## src/rtl/id_ex_stage.sv

```systemverilog
// ID stage decode, load-use hazard detection and the ID/EX pipeline register.
// Hazards stall for one cycle; a branch flush squashes the incoming instruction.
module id_ex_stage #(
    parameter int CNT_W = 16
) (
    input  logic             clk,
    input  logic             rst,
    input  logic [31:0]      ifid_instr,
    input  logic [31:0]      ifid_pc4,
    input  logic [31:0]      read_data1,
    input  logic [31:0]      read_data2,
    input  logic             flush,
    output logic [4:0]       read_register1,
    output logic [4:0]       read_register2,
    output logic             pcwrite,
    output logic             ifid_write,
    output logic             ex_valid,
    output logic [4:0]       ex_rs,
    output logic [4:0]       ex_rt,
    output logic [4:0]       ex_dest,
    output logic [31:0]      ex_op1,
    output logic [31:0]      ex_op2,
    output logic [31:0]      ex_imm,
    output logic [31:0]      ex_pc4,
    output logic             ex_regwrite,
    output logic             ex_memread,
    output logic             ex_memwrite,
    output logic             ex_alusrc,
    output logic             ex_branch,
    output logic             ex_illegal,
    output logic [3:0]       ex_aluop,
    output logic [CNT_W-1:0] stall_count
);

    localparam logic [3:0] ALU_ADD = 4'd0;
    localparam logic [3:0] ALU_SUB = 4'd1;
    localparam logic [3:0] ALU_AND = 4'd2;
    localparam logic [3:0] ALU_OR  = 4'd3;
    localparam logic [3:0] ALU_SLT = 4'd4;

    localparam logic [CNT_W-1:0] CNT_MAX = '1;
    localparam logic [CNT_W-1:0] CNT_ONE = {{(CNT_W-1){1'b0}}, 1'b1};

    typedef struct packed {
        logic       regwrite;
        logic       memread;
        logic       memwrite;
        logic       alusrc;
        logic       branch;
        logic       illegal;
        logic [3:0] aluop;
        logic [4:0] dest;
    } ctrl_t;

    function automatic ctrl_t decode(input logic [31:0] instr);
        ctrl_t c;
        c = '0;
        case (instr[31:26])
            6'h00: begin
                // The all-zero word is a nop and keeps every control bit low.
                if (instr != 32'h0000_0000) begin
                    c.regwrite = 1'b1;
                    c.dest     = instr[15:11];
                    case (instr[5:0])
                        6'h20:   c.aluop = ALU_ADD;
                        6'h22:   c.aluop = ALU_SUB;
                        6'h24:   c.aluop = ALU_AND;
                        6'h25:   c.aluop = ALU_OR;
                        6'h2A:   c.aluop = ALU_SLT;
                        default: begin
                            c         = '0;
                            c.illegal = 1'b1;
                        end
                    endcase
                end else begin
                    c = '0;
                end
            end
            6'h08: begin
                c.regwrite = 1'b1;
                c.alusrc   = 1'b1;
                c.dest     = instr[20:16];
            end
            6'h23: begin
                c.regwrite = 1'b1;
                c.memread  = 1'b1;
                c.alusrc   = 1'b1;
                c.dest     = instr[20:16];
            end
            6'h2B: begin
                c.memwrite = 1'b1;
                c.alusrc   = 1'b1;
            end
            6'h04: begin
                c.branch = 1'b1;
                c.aluop  = ALU_SUB;
            end
            default: c.illegal = 1'b1;
        endcase
        return c;
    endfunction

    ctrl_t dec_s;
    logic  uses_rt_s;
    logic  hazard_s;
    logic  stall_s;

    assign read_register1 = ifid_instr[25:21];
    assign read_register2 = ifid_instr[20:16];

    // Decode the ID instruction.
    always_comb begin
        dec_s = decode(ifid_instr);
    end

    // Load-use hazard detection and PC / IF/ID write enables.
    always_comb begin
        uses_rt_s = 1'b0;
        hazard_s  = 1'b0;
        case (ifid_instr[31:26])
            6'h00, 6'h2B, 6'h04: uses_rt_s = 1'b1;
            default:             uses_rt_s = 1'b0;
        endcase
        if (ex_valid && ex_memread && (ex_rt != 5'd0)) begin
            if (ex_rt == ifid_instr[25:21]) begin
                hazard_s = 1'b1;
            end else if (uses_rt_s && (ex_rt == ifid_instr[20:16])) begin
                hazard_s = 1'b1;
            end else begin
                hazard_s = 1'b0;
            end
        end else begin
            hazard_s = 1'b0;
        end
        // Flush wins over a hazard: the dependent instruction is squashed anyway.
        stall_s    = hazard_s && !flush;
        pcwrite    = !stall_s;
        ifid_write = !stall_s;
    end

    // ID/EX register: bubble on reset, flush or stall, otherwise the decoded instruction.
    always_ff @(posedge clk) begin
        if (rst || flush || stall_s) begin
            ex_valid    <= 1'b0;
            ex_rs       <= 5'd0;
            ex_rt       <= 5'd0;
            ex_dest     <= 5'd0;
            ex_op1      <= 32'h0000_0000;
            ex_op2      <= 32'h0000_0000;
            ex_imm      <= 32'h0000_0000;
            ex_pc4      <= 32'h0000_0000;
            ex_regwrite <= 1'b0;
            ex_memread  <= 1'b0;
            ex_memwrite <= 1'b0;
            ex_alusrc   <= 1'b0;
            ex_branch   <= 1'b0;
            ex_illegal  <= 1'b0;
            ex_aluop    <= 4'd0;
        end else begin
            ex_valid    <= 1'b1;
            ex_rs       <= ifid_instr[25:21];
            ex_rt       <= ifid_instr[20:16];
            ex_dest     <= dec_s.dest;
            ex_op1      <= read_data1;
            ex_op2      <= read_data2;
            ex_imm      <= {{16{ifid_instr[15]}}, ifid_instr[15:0]};
            ex_pc4      <= ifid_pc4;
            ex_regwrite <= dec_s.regwrite;
            ex_memread  <= dec_s.memread;
            ex_memwrite <= dec_s.memwrite;
            ex_alusrc   <= dec_s.alusrc;
            ex_branch   <= dec_s.branch;
            ex_illegal  <= dec_s.illegal;
            ex_aluop    <= dec_s.aluop;
        end
    end

    // Saturating load-use stall counter.
    always_ff @(posedge clk) begin
        if (rst) begin
            stall_count <= '0;
        end else if (stall_s && (stall_count != CNT_MAX)) begin
            stall_count <= stall_count + CNT_ONE;
        end else begin
            stall_count <= stall_count;
        end
    end

endmodule

```

## config.mk

```make
export PLATFORM = sky130hd
export DESIGN_NAME = id_ex_stage
export DESIGN_NICKNAME = d
export VERILOG_FILES = /design/src/rtl/id_ex_stage.sv
export SDC_FILE = /design/constraint.sdc
export NUM_CORES = 1
export LEC_CHECK = 0
export ABC_AREA = 1
export CAP_MARGIN = 20
export CORE_UTILIZATION = 23
export DETAILED_ROUTE_END_ITERATION = 8
export PLACE_DENSITY = 0.5
export REMOVE_ABC_BUFFERS = 1
export SLEW_MARGIN = 20
export SYNTH_ARGS = -nofsm -noshare
export SYNTH_HDL_FRONTEND = slang
export SYNTH_SLANG_ARGS = --single-unit
```

## constraint.sdc

```tcl
create_clock -name clk -period 4.9 [get_ports clk]
set_input_delay 0.98 -clock clk [delete_from_list [all_inputs] [get_ports clk]]
set_output_delay 0.98 -clock clk [all_outputs]
set_load 0.05 [all_outputs]
```

==> results.md, run 1 <==
* Run status: completed
* Routed via count at about 5000
* Setup violators final at 0
* Remaining DRCs at 0
* Sequential share of power at roughly two fifths
* Hold buffer count at cts at 0
* Final Worst Setup Slack at 0.751 ns
* CP endpoint kind: output port
* Largest net degree at the start of global routing at 66
* Min-Delay Path Depth at 4
* H-tree depth at 4
* Maximum clock path buffer count at 2
* Layout cell share with drive strength beyond 1 at under 10%
* Ys Warns at 0
* Clk slew on worst S/H paths at roughly 0.070 ns
* Worst stage delay on the critical path at approximately 0.73 ns
* Number of global-route vias before repair at 4758
* Syn Area/Cell at between 7 and 8 um2
* Final Critical Period at slightly above 4 ns
* Clk root buf: clkbuf_16
* P_sw at roughly 930 uW
* Top FF cell, synth: dfxtp_1
* Global-route wire length before repair at 25900 um
* Sw Share at a little under 30%
* GRT Residual Overflow at 0
* Setup TNS at 0 ns
* Final WL at ~17000 um
* Hold path start: stall_count[1]
* I/O Pins at around 310
* GRT Total Usage at between 10% and 20%
* Syn Inst Count at 703
* Area leader, netlist: dfxtp_1
* Via density at between 3 and 4
* Placed Area at 8740 um2
* Register-to-register setup slack at approximately 2.6 ns
* Pwr/cell area at around 340 nW/um2
* Worst skew pair latency at between 0.4 and 0.5 ns
* Critical Path AT at 3.17 ns
* Reg2reg path depth at 10
* Starting Density at 23.5%
* # rows at 56
* Crit path depth at 9
* Total power at ~3.2 mW
* Die W at between 150 and 200 um
* Initial antenna violation count at 2
* Die ar. at ~25000 um2
* Num CTS Buffers at 17
* Worst Clk Skew at 0.0175 ns
* RSZ-0062 raised after global routing: no
* Logic gate share of total power at between 10% and 20%
* Sequential share of the synthesized area at 55.5%
* Worst r2r dst: ex_op2[30]
* Fill count at roughly 2400
* R2R Path Start: ex_rt[4]
* Cell with the most instances after synthesis: nor2_1
* Worst VDD drop at roughly 0.19 mV
* Hold WS at between 0.5 and 0.6 ns
* Crit-path max FO at 9
* Synth Register Bits at 153
* Buf/Inv on CP at 3
* Yosys cell types at 24
* Actual slew at the worst max-slew pin at 0.816 ns
* Power Internal at about 2.2 mW
* Max-slew violations at 0
* Worst-path cell chain: clkdlybuf4s50_1 > inv_1 > nor2_2 > nand3_1 > nand2_1 > nand2_1 > o21ai_4 > nand2_2 > clkdlybuf4s50_1
* Top post-synthesis cells by count: nor2_1, inv_1, dfxtp_1, nand2_1, buf_4
* DRT iter0 DRCs at 189
* Lkg Pwr at 4.24 nW
* Period Utilization, post-route at about 85%
* Slowest-stage cell, CP: clkdlybuf4s50_1
* Setup crit start kind: input pin
* Core area at 23500 um2
* Final Hold Vio Count at 0
* Final HPWL DP at 13300 um
* Endpoint, Worst Hold: stall_count[1]
* NumNets Final at 1122
* WP data required at 3.92 ns
* Max-Cap Viols at 0
* Wire per inst at between 10 and 15 um
* Worst slack at placement at between 0.7 and 0.8 ns
* Die Ht at 157 um
* Final Instance Area at about 9400 um2
* CTS tree: yes
* Synth top area share at approximately 56%
* PortBufs at roughly 310
* Post-CTS Resized at 0
* Synth area leaders: dfxtp_1, nor2_1, inv_1, nand2_1, buf_4
* Clk pwr share at 43.6%
* Placer Congestion at about 0.84
* Synth-to-Final Area Change at 69.7%
* Setup Buffers After CTS at 0
* Worst hold path class: flip-flop to flip-flop
* Fmax at 0.241 GHz
* Post-route ant nets at 0
* EDFF count, synth at 0
* 1st-pass router iterations at 4
* CTS sink cnt at 153
* Setup CP Type: input pin to output port
* Rel. slew slack at 45.6%
* Post-Syn Area at 5520 um2
* Crit-path leading delay family: buffers and inverters
* Async SR Flop Fraction at 0%
[cell families after synthesis]
| family | share of synthesized area [%] |
|---|---|
| AND/OR/NAND/NOR | 22.8 |
| buffers and inverters | 17.2 |
| flip-flops | 55.5 |
| XOR/XNOR | 2.86 |
| AO/OA/AOI/OAI | 1.38 |
| adder cells (fa/ha/maj) | 0.227 |
| other | 0.0680 |
[registers in the layout, summed over array words and instances, names as in the netlist]
register	cells
ex_aluop	3
ex_alusrc	1
ex_branch	1
ex_dest	5
ex_illegal	1
ex_imm	16
ex_memread	1
ex_memwrite	1
ex_op1	32
ex_op2	32
ex_pc4	32
ex_regwrite	1
ex_rs	5
ex_rt	5
ex_valid	1
stall_count	16
[power groups by stage]
| stage | Clock [mW] | Combinational, mW | Sequential, mW |
|---|---|---|---|
| after floorplan | 0 | 0.0697 | 1.49 |
| after global placement | 0 | 0.489 | 1.33 |
| after detailed placement | 0 | 0.488 | 1.33 |
| after CTS | 1.42 | 0.490 | 1.30 |
| after global routing | 1.46 | 0.514 | 1.30 |
| final | 1.38 | 0.483 | 1.30 |
[final cells by class]
| class | count | area [um2] | area share, % |
|---|---|---|---|
| antenna | 1 | 2.50 | 0.0267 |
| clock buffer | 17 | 425 | 4.55 |
| clock inverter | 15 | 190 | 2.03 |
| inverter | 165 | 619 | 6.62 |
| multi-input combinational | 340 | 1510 | 16.1 |
| sequential | 153 | 3060 | 32.7 |
| tap | 319 | 399 | 4.26 |
| timing repair buffer | 313 | 3150 | 33.7 |
[routing by layer]
layer	share of wire (%)	wire length (um)	global-route usage, %
met1	40	6890	15.2
met2	48	8360	23.9
met3	12	2090	8.09
met4	0.49	85	3.50
met5	0	0	0
[worst max-delay path by stage]
stage / startpoint / endpoint / slack, ns
global route: ifid_instr[29] / ifid_write / 0.57
global placement: ifid_instr[29] / pcwrite / 0.74
CTS: ifid_instr[29] / pcwrite / 0.71
floorplan: ex_imm[15] / ex_imm[15] / -1.82
finish: ifid_instr[29] / pcwrite / 0.75
detailed placement: ifid_instr[29] / pcwrite / 0.71
[placed cells by master (no fill, tap or decap), drive strengths merged, types with 3 or more instances in the layout]
cell	instances
nor3	3
xor2	13
a21oi	6
o21ai	7
xnor2	5
nor2	187
inv	174
nand4	22
clkinv	5
clkbuf	17
dfxtp	153
clkdlybuf4s50	311
nand3	16
nand2	79
[tightest hold or removal path: stages, from the launching register on]
cell and delay (ns):
dfxtp_1 0.34, inv_1 0.06, nand2_1 0.04, nand2_1 0.05
nor2_1 0.03
[through the flow]
stage	std cells	utilization (%)
6_report	1323	39.9
5_1_grt	1322	39.9
4_1_cts	1322	39.9
3_5_place_dp	1290	37.2
3_3_place_gp	1290	37.2
2_1_floorplan	658	-
Power figures use the tool's default switching activity.
==> run 2: changes to the inputs <==
PLACE_DENSITY = 0.52   (was 0.5)
clock period = 3.7 ns   (was 4.9 ns; I/O delays follow)
==> results.md, run 2 (synthesis gave the netlist of run 1 again) <==
* Final Instance Area at 9340 um2 (-0.19%)
* RSZ-0062 raised after global routing: no
* Die Ht at 157 um (unchanged)
* CP endpoint kind: output port
* NumNets Final at 1123 (+0.089%)
* 1st-pass router iterations at 4 (unchanged)
* Largest net degree at the start of global routing at 90 (+36%)
* Final Hold Vio Count at 0 (unchanged)
* Max-Cap Viols at 0 (unchanged)
* Pwr/cell area at 443 nW/um2 (+31%)
* Worst hold path class: flip-flop to flip-flop
* Most frequent cells in the layout: clkdlybuf4s50_1, nor2_1, inv_1
* Worst VDD drop at 0.276 mV (+45%)
* Via density at 3.77 (about the same)
* CTS tree: yes
* Register-to-register setup slack at 1.63 ns (-0.94 ns)
* Starting Density at 23.5% (unchanged)
* CTS sink cnt at 153 (unchanged)
* Lkg Pwr at 4.23 nW (about the same)
* Met1 Use GR at 15.7% (+0.58 points)
* Routed via count at 4986 (-0.040%)
* Run status: completed
* Final HPWL DP at 13100 um (-1.6%)
* Number of global-route vias before repair at 4927 (+3.6%)
* R2R Path Start: stall_count[0]
* Maximum clock path buffer count at 2 (unchanged)
* Initial antenna violation count at 0 (-2)
* Clk slew on worst S/H paths at 0.07 ns (about the same)
* PortBufs at 311 (unchanged)
* Post-CTS Resized at 0 (unchanged)
* Final Critical Period at 3.15 ns
* CP Launch Point: ifid_instr[29]
* Worst r2r dst: stall_count[1]
* Crit-path max FO at 9 (unchanged)
* # placed instances at 1291 (+0.078%)
* DRT iter0 DRCs at 171 (-9.5%)
* Global-route wire length before repair at 26600 um (+2.3%)
* Synth-to-Final Area Change at 69.4%
* Max-slew violations at 0 (unchanged)
* Met2 Track Usage GR at 24.4% (+0.51 points)
* Actual slew at the worst max-slew pin at 0.643 ns (-0.173 ns)
* Reg2reg path depth at 10 (unchanged)
* Post-layout util at 39.8% (-0.075 points)
* Commonest non-fill, non-tap cell in the layout: clkdlybuf4s50_1
* Remaining DRCs at 0 (unchanged)
* Die ar. at 24600 um2 (unchanged)
* Met3 usage at 7.39% (-0.69 points)
* Largest registers: ex_op1 (32), ex_op2 (32), ex_pc4 (32)
* Core area at 23500 um2 (unchanged)
* Diodes inserted at 0 (-1)
* Fill count at 2435 (-0.29%)
* Setup violators final at 0 (unchanged)
* Wire per inst at 13.1 um (-0.36%)
* Rel. slew slack at 57.0% (+11 points)
* Worst Clk Skew at 0.0223 ns (+0.00479 ns)
* GRT Total Usage at 14.5% (+0.30 points)
* Slowest-stage cell, CP: clkdlybuf4s50_1
* # rows at 56 (unchanged)
* Worst-path cell chain: clkdlybuf4s50_1 > inv_1 > nor2_2 > nand3_1 > nand2_1 > nand2_1 > o21ai_4 > nand2_2 > buf_4
* Fmax at 0.318 GHz
* H-tree depth at 4 (unchanged)
* GRT Residual Overflow at 0 (unchanged)
* Num CTS Buffers at 17 (unchanged)
* Cell mode on critical path: nand2_1
* Setup CP Type: input pin to output port
* Worst skew pair latency at 0.43 ns (about the same)
* WP data required at 2.96 ns (-0.96 ns)
* Final WL at 17400 um (-0.36%)
* I/O Pins at 313 (unchanged)
* Setup crit start kind: input pin
* Top Usage Layer GRT: met2
* Clk root buf: clkbuf_16
* Worst stage delay on the critical path at 0.48 ns (-0.25 ns)
* Setup Buffers After CTS at 0 (unchanged)
* Critical Path AT at 2.41 ns (-0.76 ns)
* Placer Congestion at 0.769 (-8.5%)
* Placed Area at 8740 um2 (about the same)
* Setup crit end: ifid_write
* Hold buffer count at cts at 0 (unchanged)
* Die W at 157 um (unchanged)
* Hold WS at 0.563 ns (+0.00261 ns)
* Post-route ant nets at 0 (unchanged)
* Total power at 4.14 mW (+31%)
* Layout cell share with drive strength beyond 1 at 4.68% (+0.29 points)
* Period Utilization, post-route at between 80% and 90%
* Layout Cells excl Fill at 1323 (unchanged)
==> run 2: worst min-delay path by stage <==
stage	start	endpoint	slack, ns	cells after the start
global placement	stall_count[1]	stall_count[1]	0.54	4
finish	stall_count[1]	stall_count[1]	0.56	4
detailed placement	stall_count[1]	stall_count[1]	0.55	4
CTS	stall_count[1]	stall_count[1]	0.56	4
global route	stall_count[1]	stall_count[1]	0.60	4
floorplan	stall_count[1]	stall_count[1]	0.75	4
==> run 2: where the power goes <==
group / switching (mW) / internal, mW
sequential: 0.0180 / 1.70
clock: 0.861 / 0.914
combinational: 0.380 / 0.263
total: 1.26 / 2.88
==> run 2: final cells by class <==
class                   instances  area (um2)  share of cell area, %
well taps                     319         399                   4.27
repair buffers                314        3160                   33.8
flip-flops and latches        153        3060                   32.8
multi-input cells             340        1510                   16.1
clock inverters                15         173                   1.85
inverters                     165         619                   6.63
clock buffers                  17         425                   4.55
==> run 2: per-stage QoR <==
stage,setup TNS (ns),worst slack [ns]
final,0,0.555
after global placement,0,0.553
after CTS,0,0.499
after global routing,0,0.311
after floorplan,-47.27,-2.78
after detailed placement,0,0.502
==> run 2: worst max-delay path, delay by kind of cell <==
| family | cells | cell delay [ns] |
|---|---|---|
| simple gates | 5 | 0.65 |
| buf+inv | 3 | 0.77 |
| compound gates | 1 | 0.25 |
==> run 2: routing by layer <==
metal / routed length, um / share of wire (%)
met1: 6790 / 39
met2: 8390 / 48
met3: 2020 / 12
met4: 168 / 0.97
met5: 0 / 0
==> run 3: changes to the inputs <==
HOLD_SLACK_MARGIN = 0.05   (was default)
MAX_ROUTING_LAYER = met4   (was default)
==> results.md, run 3 (synthesis gave the netlist of run 1 again) <==
* Run status: completed
* Number of global-route vias before repair at 4960 (+0.67%)
* I/O Pins at 313 (unchanged)
* CP Launch Point: ifid_instr[29]
* CTS tree: yes
* Maximum clock path buffer count at 2 (unchanged)
* Fill count at 2435 (unchanged)
* Setup crit end: ifid_write
* Sequential share of power at 41.5% (about the same)
* Num CTS Buffers at 17 (unchanged)
* Most frequent cells in the layout: clkdlybuf4s50_1, nor2_1, inv_1
* Worst r2r dst: stall_count[1]
* Hold buffer count at cts at 0 (unchanged)
* Initial antenna violation count at 0 (unchanged)
* Critical Path AT at 2.42 ns (about the same)
* RSZ-0062 raised after global routing: no
* Area of the multi-input gates at 1510 um2 (unchanged)
* Sw Share at 30.4% (about the same)
* CP endpoint kind: output port
* PortBufs at 311 (unchanged)
* GRT Residual Overflow at 0 (unchanged)
* Rel. slew slack at 56.9% (about the same)
* Starting Density at 23.5% (unchanged)
* Power Internal at 2.88 mW (about the same)
* Setup crit start kind: input pin
* P_sw at 1.26 mW (about the same)
* Core area at 23500 um2 (unchanged)
* Post-CTS Resized at 0 (unchanged)
* Synth-to-Final Area Change at 69.4% (unchanged)
* Worst slack at placement at 0.502 ns (unchanged)
* Hold WS at 0.563 ns (-0.000265 ns)
* Max-Cap Viols at 0 (unchanged)
* Total area of sequential cells at 3060 um2 (unchanged)
* Via density at 3.76 (-0.14%)
* Lkg Pwr at 4.23 nW (unchanged)
* Clk slew on worst S/H paths at 0.07 ns (about the same)
* Post-route ant nets at 0 (unchanged)
* Final Worst Setup Slack at 0.541 ns (-0.0141 ns)
* Setup CP Type: input pin to output port
* Global-route wire length before repair at 26400 um (-0.68%)
* Fmax at 0.317 GHz (-0.45%)
* Layout cell share with drive strength beyond 1 at 4.68% (unchanged)
* Diodes inserted at 0 (unchanged)
* Largest net degree at the start of global routing at 90 (unchanged)
* Worst stage delay on the critical path at 0.48 ns (about the same)
* H-tree depth at 4 (unchanged)
* R2R Path Start: stall_count[0]
* Actual slew at the worst max-slew pin at 0.644 ns (+0.000660 ns)
* Setup TNS at 0 ns (unchanged)
* 1st-pass router iterations at 4 (unchanged)
* Commonest non-fill, non-tap cell in the layout: clkdlybuf4s50_1
* Worst VDD drop at 0.276 mV (+0.12%)
* Routed via count at 4979 (-0.14%)
* Logic gate share of total power at 15.5% (about the same)
* WP data required at 2.96 ns (about the same)
* Final Hold Vio Count at 0 (unchanged)
* Worst hold path class: flip-flop to flip-flop
* Die Ht at 157 um (unchanged)
* Crit-path max FO at 9 (unchanged)
* Reg2reg path depth at 10 (unchanged)
* GRT Total Usage at 14.9% (+0.41 points)
* Remaining DRCs at 0 (unchanged)
* Period Utilization, post-route at 85.4% (+0.38 points)
* Placer Congestion at 0.779 (+1.3%)
* Pwr/cell area at 443 nW/um2 (about the same)
* Die W at 157 um (unchanged)
* Final WL at 17300 um (-0.20%)
* Worst Clk Skew at 0.0242 ns (+0.00192 ns)
* # rows at 56 (unchanged)
* Setup violators final at 0 (unchanged)
* Largest registers: ex_op1 (32), ex_op2 (32), ex_pc4 (32)
* Final Critical Period at 3.16 ns (+0.0141 ns)
* Worst skew pair latency at 0.43 ns (about the same)
* Final HPWL DP at 13100 um (unchanged)
* Slowest-stage cell, CP: clkdlybuf4s50_1
* Wire per inst at 13.1 um (-0.20%)
* Worst-path cell chain: clkdlybuf4s50_1 > inv_1 > nor2_2 > nand3_1 > nand2_1 > nand2_1 > o21ai_4 > nand2_2 > buf_4
* Clk pwr share at 42.9% (about the same)
* Setup Buffers After CTS at 0 (unchanged)
* CTS sink cnt at 153 (unchanged)
* DRT iter0 DRCs at 157 (-8.2%)
* Register-to-register setup slack at 1.63 ns (about the same)
* Die ar. at 24600 um2 (unchanged)
* Max-slew violations at 0 (unchanged)
* Cell mode on critical path: nand2_1
* Clk root buf: clkbuf_16
* NumNets Final at 1123 (unchanged)
## run 3: cell counts in the layout (fill, tap and decap cells not counted)
No cell type changed its count.
## run 3: worst min-delay path by stage
stage,from,end,slack [ns],cells after the start
after floorplan,stall_count[1],stall_count[1],0.75,4
after global placement,stall_count[1],stall_count[1],0.54,4
after detailed placement,stall_count[1],stall_count[1],0.55,4
after CTS,stall_count[1],stall_count[1],0.56,4
after global routing,stall_count[1],stall_count[1],0.60,4
final,stall_count[1],stall_count[1],0.56,4
## run 3: per-stage QoR
stage | power (mW) | instances | utilization, % | area, um2
finish | 4.14 | 1323 | 39.8 | 9340
global route | 4.32 | 1323 | 39.8 | 9340
CTS | 4.22 | 1323 | 39.8 | 9340
detailed placement | 2.41 | 1291 | 37.2 | 8740
global placement | 2.40 | 1291 | 37.2 | 8740
floorplan | 2.07 | 658 | - | 5190
## run 3: power groups by stage
stage               registers [mW]  clock network (mW)  logic, mW
finish                        1.72                1.78      0.642
global route                  1.72                1.92      0.683
CTS                           1.72                1.85      0.651
detailed placement            1.76                   0      0.648
global placement              1.76                   0      0.649
floorplan                     1.97                   0     0.0923
## run 3: cell type report
| type | count | area share, % |
|---|---|---|
| timing repair buffer | 314 | 33.8 |
| sequential | 153 | 32.8 |
| multi-input combinational | 340 | 16.1 |
| inverter | 165 | 6.63 |
| clock buffer | 17 | 4.55 |
| tap | 319 | 4.27 |
| clock inverter | 15 | 1.85 |
## run 3: layer usage
layer | wire [um] | track usage [%] | share of wire [%]
met1 | 6950 | 16.2 | 40
met2 | 8370 | 24.4 | 48
met3 | 1840 | 6.59 | 11
met4 | 180 | 4.34 | 1.0
met5 | 0 | - | 0
## run 3: critical path: cells and delay by family
| family | cells | cell delay [ns] |
|---|---|---|
| AOI/OAI and AO/OA | 1 | 0.25 |
| and+or+nand+nor | 5 | 0.65 |
| buffers and inverters | 3 | 0.77 |
==> patch 1 (flow settings as in run 2) <==
Register the output `stall_count` once more, without a reset; this adds one clock of latency there. The other outputs are not delayed to match.
--- a/src/rtl/id_ex_stage.sv
+++ b/src/rtl/id_ex_stage.sv
@@ -51,6 +51,8 @@
         logic [3:0] aluop;
         logic [4:0] dest;
     } ctrl_t;
+
+    logic [CNT_W-1:0] stall_count_s0;
 
     function automatic ctrl_t decode(input logic [31:0] instr);
         ctrl_t c;
@@ -178,12 +180,16 @@
     // Saturating load-use stall counter.
     always_ff @(posedge clk) begin
         if (rst) begin
-            stall_count <= '0;
-        end else if (stall_s && (stall_count != CNT_MAX)) begin
-            stall_count <= stall_count + CNT_ONE;
+            stall_count_s0 <= '0;
+        end else if (stall_s && (stall_count_s0 != CNT_MAX)) begin
+            stall_count_s0 <= stall_count_s0 + CNT_ONE;
         end else begin
-            stall_count <= stall_count;
+            stall_count_s0 <= stall_count_s0;
         end
+    end
+
+    always_ff @(posedge clk) begin
+        stall_count <= stall_count_s0;
     end
 
 endmodule
Check against the original RTL: not equivalent (Yosys sat finds a counterexample within 4 cycles, from zero or initial values and one cycle with rst high).
==> patch 1 against run 2 <==
Combinational power up 1%; count of clock-buffer cells in the layout unchanged; first-iteration DRC count rose by 32%; sequential cell count grew 16; largest power group is now registers; worst hold slack worse by 0.19 ns; cell area grew 4.1%; setup slack improved by 0.20 ns; clock power about the same; total power is 4.5% higher; routed wire length rose by 4.3%; area after synthesis grew 6.4%; sequential power grew 9.9%; synthesized cell count is 4.3% higher; register-to-register slack barely moved.
==> patch 1: results (changes against run 2) <==
global_route:
  grt_max_degree: 77  # was 90
  use_met1_pct: 15.6  # was 15.7%
  grtUsageMet2_pct: 24.4  # about the same
  grt_pass1_wl_mm: 27.7  # was 26.6 mm
  grt_usage_pct: 14.1  # was 14.5%
  use_met3_pct: 6.31  # was 7.39%
detailed_routing:
  wl_met1_mm: 7.27  # was 6.79 mm
  vias: 5143  # was 4,986
  vias_per_cell: 3.77  # about the same
  wl_met2_mm: 8.85  # was 8.39 mm
  drt-wirelength-per-cell_um: 13.3  # was 13.1 um
  drtIter0Drc: 225  # was 171
  wl_met3_mm: 1.76  # was 2.02 mm
synthesis:
  yosysSeqAreaShare_pct: 57.7  # was 55.5%
  synthCells: 733  # was 703
  synthTopCellsByCount: "nor2_1, dfxtp_1, inv_1"  # was nor2_1, inv_1, dfxtp_1
  synth_area_leaders: "dfxtp_1, nor2_1, inv_1"  # unchanged
  synth_cell_types: 23  # was 24
final_layout:
  register_area_um2: 3380  # was 3060 um2
  buffer_area_share_pct: 32.9  # was 33.8%
  clkCellAreaFrac_pct: 6.20  # was 6.40%
  multi_input_area_um2: 1480  # was 1510 um2
  finish.utilization_pct: 38.7  # was 39.8%
  clkbuf_count: 17  # unchanged
  fillers: 2629  # was 2,435
  layout-drive-gt1-share_pct: 4.74  # was 4.68%
  multi_input_comb_cells: 344  # was 340
  nets: 1153  # was 1,123
  nNonClkBuffers: 316  # was 314
  n_all_inverters: 173  # was 165
worst_setup_path:
  r2r_start: "ex_rt[1]"  # was stall_count[0]
  arrival_ns: 2.21  # was 2.41 ns
  r2r_setup_slack_ns: 1.63  # about the same
  cp_top_family: "simple AND/OR/NAND/NOR gates"  # was buffers and inverters
  critPathSlowestCell: "clkdlybuf4s50_1"  # unchanged
  crit_start: "ifid_instr[31]"  # was ifid_instr[29]
  critPathMaxFanout: 7  # was 9
  cpPeakStageDelay_ns: 0.46  # was 0.48 ns
  r2r-end: "ex_dest[4]"  # was stall_count[1]
  endpoint: "pcwrite"  # was ifid_write
placement:
  place_hpwl_mm: 14.1  # was 13.1 mm
  dpl.cell_count: 1332  # was 1,291
  place_area_um2: 9120  # was 8740 um2
  pre_cts_ws_ns: 0.739  # was 0.502 ns
  gp_congestion: 0.776  # was 0.769
timing:
  timing.final.crit_share_pct: 79.6  # was 85.0%
  whs_ns: 0.371  # was 0.563 ns
  finClkSkew_ns: 0.0128  # was 0.0223 ns
  tightestPinTransition_ns: 0.613  # was 0.643 ns
hold_path:
  holdPathStages: 0  # was 4
  min_from: "stall_count_s0[14]"  # was stall_count[1]
  holdPathEnd: "stall_count[14]"  # was stall_count[1]
power_and_ir_drop:
  p_leak_nw: 4.41  # was 4.23 nW
  ir_drop_v: 0.000242  # was 0.000276 V
floorplanning:
  core_area_um2: 25100  # was 23,500 um2
clock_network:
  cts.sink_count: 169  # was 153
  clock_path_buffers: 2  # unchanged
status:
  status: "finished, final reports clean"  # unchanged
patch 1: cell count changes in the layout (fill, tap and decap cells not counted), sizes merged:
cell / change
nor3: +3
nand3: +15
clkinvlp: +1
nand2: +2
nand4: +2
nor2: -6
xnor2: -3
clkinv: +1
inv: +6
dfxtp: +16
xor2: -9
buf: +2
patch 1: cell families after synthesis:
group                    share of synthesized area, %
adder cells (fa/ha/maj)                         0.213
buffers and inverters                            17.1
other                                          0.0639
XOR/XNOR                                        0.896
AO/OA/AOI/OAI                                    1.11
flip-flops                                       57.7
AND/OR/NAND/NOR                                  23.0
patch 1: where the power goes:
group          internal (mW)  total, mW  leakage, nW  switching [mW]
Combinational          0.263      0.650         2.74           0.387
Clock                  0.914       1.78        0.290           0.867
Sequential              1.87       1.89         1.38          0.0177
Total                   3.05       4.32         4.41            1.27
==> patch 2 (flow settings as in run 2) <==
Made on the original files. Change the parameter `CNT_W` from 16 to 20.
--- a/src/rtl/id_ex_stage.sv
+++ b/src/rtl/id_ex_stage.sv
@@ -1,7 +1,7 @@
 // ID stage decode, load-use hazard detection and the ID/EX pipeline register.
 // Hazards stall for one cycle; a branch flush squashes the incoming instruction.
 module id_ex_stage #(
-    parameter int CNT_W = 16
+    parameter int CNT_W = 20
 ) (
     input  logic             clk,
     input  logic             rst,
Ports: changed (resized stall_count); port bits go from 313 to 317. The function was not compared with the original's and may differ.
==> patch 2 against run 2 <==
Area after synthesis is 5.9% higher; sequential cell count rose by 4; die area up 5.8%; setup slack better by 0.17 ns; non-clock buffer count is 10 higher; clock skew is 0.0083 ns lower; sequential share of layout area is 0.52 points lower; first-iteration DRC count fell by 8.8%; total power increased by 4.1%; routed wire length is 8.5% higher; largest power group unchanged; synthesized cell count increased by 7.5%; count of clock-buffer cells in the layout grew 1; global-route usage rose by 0.26 points; cell area is 4.3% higher.
==> patch 2: results (changes against run 2) <==
worst_setup_path:
  reg2regPathDepth: 8  # was 10
  r2r-end: "stall_count[2]"  # was stall_count[1]
  crit_start: "ifid_instr[20]"  # was ifid_instr[29]
  critPathSlowestCell: "clkdlybuf4s50_1"  # unchanged
  cp_top_family: "buffers and inverters"  # unchanged
  arrival_ns: 2.23  # was 2.41 ns
  r2r_setup_slack_ns: 1.56  # was 1.63 ns
  r2r_start: "ex_rt[2]"  # was stall_count[0]
  critPathMaxFanout: 8  # was 9
  endpoint: "pcwrite"  # was ifid_write
  worstSetupPathType: "in -> out"  # unchanged
  cpPeakStageDelay_ns: 0.51  # was 0.48 ns
detailed_routing:
  drt-wirelength-per-cell_um: 13.6  # was 13.1 um
  wl_met3_mm: 1.72  # was 2.02 mm
  wl_met2_mm: 9.05  # was 8.39 mm
  vias: 5348  # was 4,986
  firstDrtPassIters: 4  # unchanged
  wl_met1_mm: 7.81  # was 6.79 mm
  drtIter0Drc: 156  # was 171
global_route:
  grt_usage_pct: 14.7  # was 14.5%
  antenna_found_initial: 0  # unchanged
  use_met3_pct: 6.21  # was 7.39%
  first_global_vias: 5357  # was 4,927
  grt_pass1_wl_mm: 29.0  # was 26.6 mm
  use_met1_pct: 16.6  # was 15.7%
  grtUsageMet2_pct: 25.0  # was 24.4%
  grt_max_degree: 45  # was 90
synthesis:
  synth_area_leaders: "dfxtp_1, nor2_1, inv_1"  # unchanged
  synth_cell_types: 30  # was 24
  synth_xor_area_share_pct: 1.35  # was 2.86%
  synthTopCellsByCount: "nor2_1, dfxtp_1, inv_1"  # was nor2_1, inv_1, dfxtp_1
  synth_warnings: 0  # unchanged
  synth_compound_area_share_pct: 2.08  # was 1.38%
  synthAdderAreaFrac_pct: 0.214  # was 0.227%
  yosysSeqAreaShare_pct: 53.8  # was 55.5%
  synth_area_per_cell_um2: 7.73  # was 7.85 um2
timing:
  tightestPinTransition_ns: 0.650  # was 0.643 ns
  timing.final.crit_share_pct: 80.3  # was 85.0%
  finClkSkew_ns: 0.0140  # was 0.0223 ns
final_layout:
  stdcell_count: 1386  # was 1,323
  design_area_um2: 9740  # was 9340 um2
  nets: 1181  # was 1,123
  antenna_cells: 0  # unchanged
  top_regs: "ex_op1 (32), ex_op2 (32), ex_pc4 (32)"  # unchanged
  fillers: 2598  # was 2,435
  layout-drive-gt1-share_pct: 5.46  # was 4.68%
placement:
  place_area_um2: 9110  # was 8740 um2
  dpl.cell_count: 1354  # was 1,291
  gp_congestion: 0.789  # was 0.769
  io_buffer_count: 315  # was 311
  place_hpwl_mm: 14.8  # was 13.1 mm
  pre_cts_ws_ns: 0.724  # was 0.502 ns
power_and_ir_drop:
  powerSeq_mw: 1.76  # was 1.72 mW
  p_leak_nw: 4.30  # was 4.23 nW
  p_total_mw: 4.30  # was 4.14 mW
  power_frac_comb_pct: 15.1  # was 15.5%
  ir_drop_v: 0.000261  # was 0.000276 V
  p_sw_share_pct: 27.6  # was 30.4%
status:
  status: "finished, final reports clean"  # unchanged
clock_network:
  cts_tree: "built"  # unchanged
## patch 2: final cells by class
| cell class | instances | area share [%] |
|---|---|---|
| inverter | 165 | 6.36 |
| timing repair buffer | 324 | 33.4 |
| clock buffer | 18 | 4.51 |
| tap | 324 | 4.16 |
| sequential | 157 | 32.3 |
| multi-input combinational | 384 | 17.3 |
| clock inverter | 14 | 1.98 |
## patch 2: tightest hold or removal path, cell delays in order (launching register included)
cell and delay [ns]:
dfxtp_1 0.34, nand2_1 0.07, a21oi_1 0.05
## patch 2: worst min-delay path by stage
stage                   start        endpoint  slack (ns)  depth (start not counted)
2_1_floorplan  stall_count[1]  stall_count[1]        0.71                          2
3_3_place_gp   stall_count[1]  stall_count[1]        0.51                          2
3_5_place_dp   stall_count[1]  stall_count[1]        0.50                          2
4_1_cts        stall_count[1]  stall_count[1]        0.51                          2
5_1_grt        stall_count[1]  stall_count[1]        0.54                          2
6_report       stall_count[1]  stall_count[1]        0.50                          2
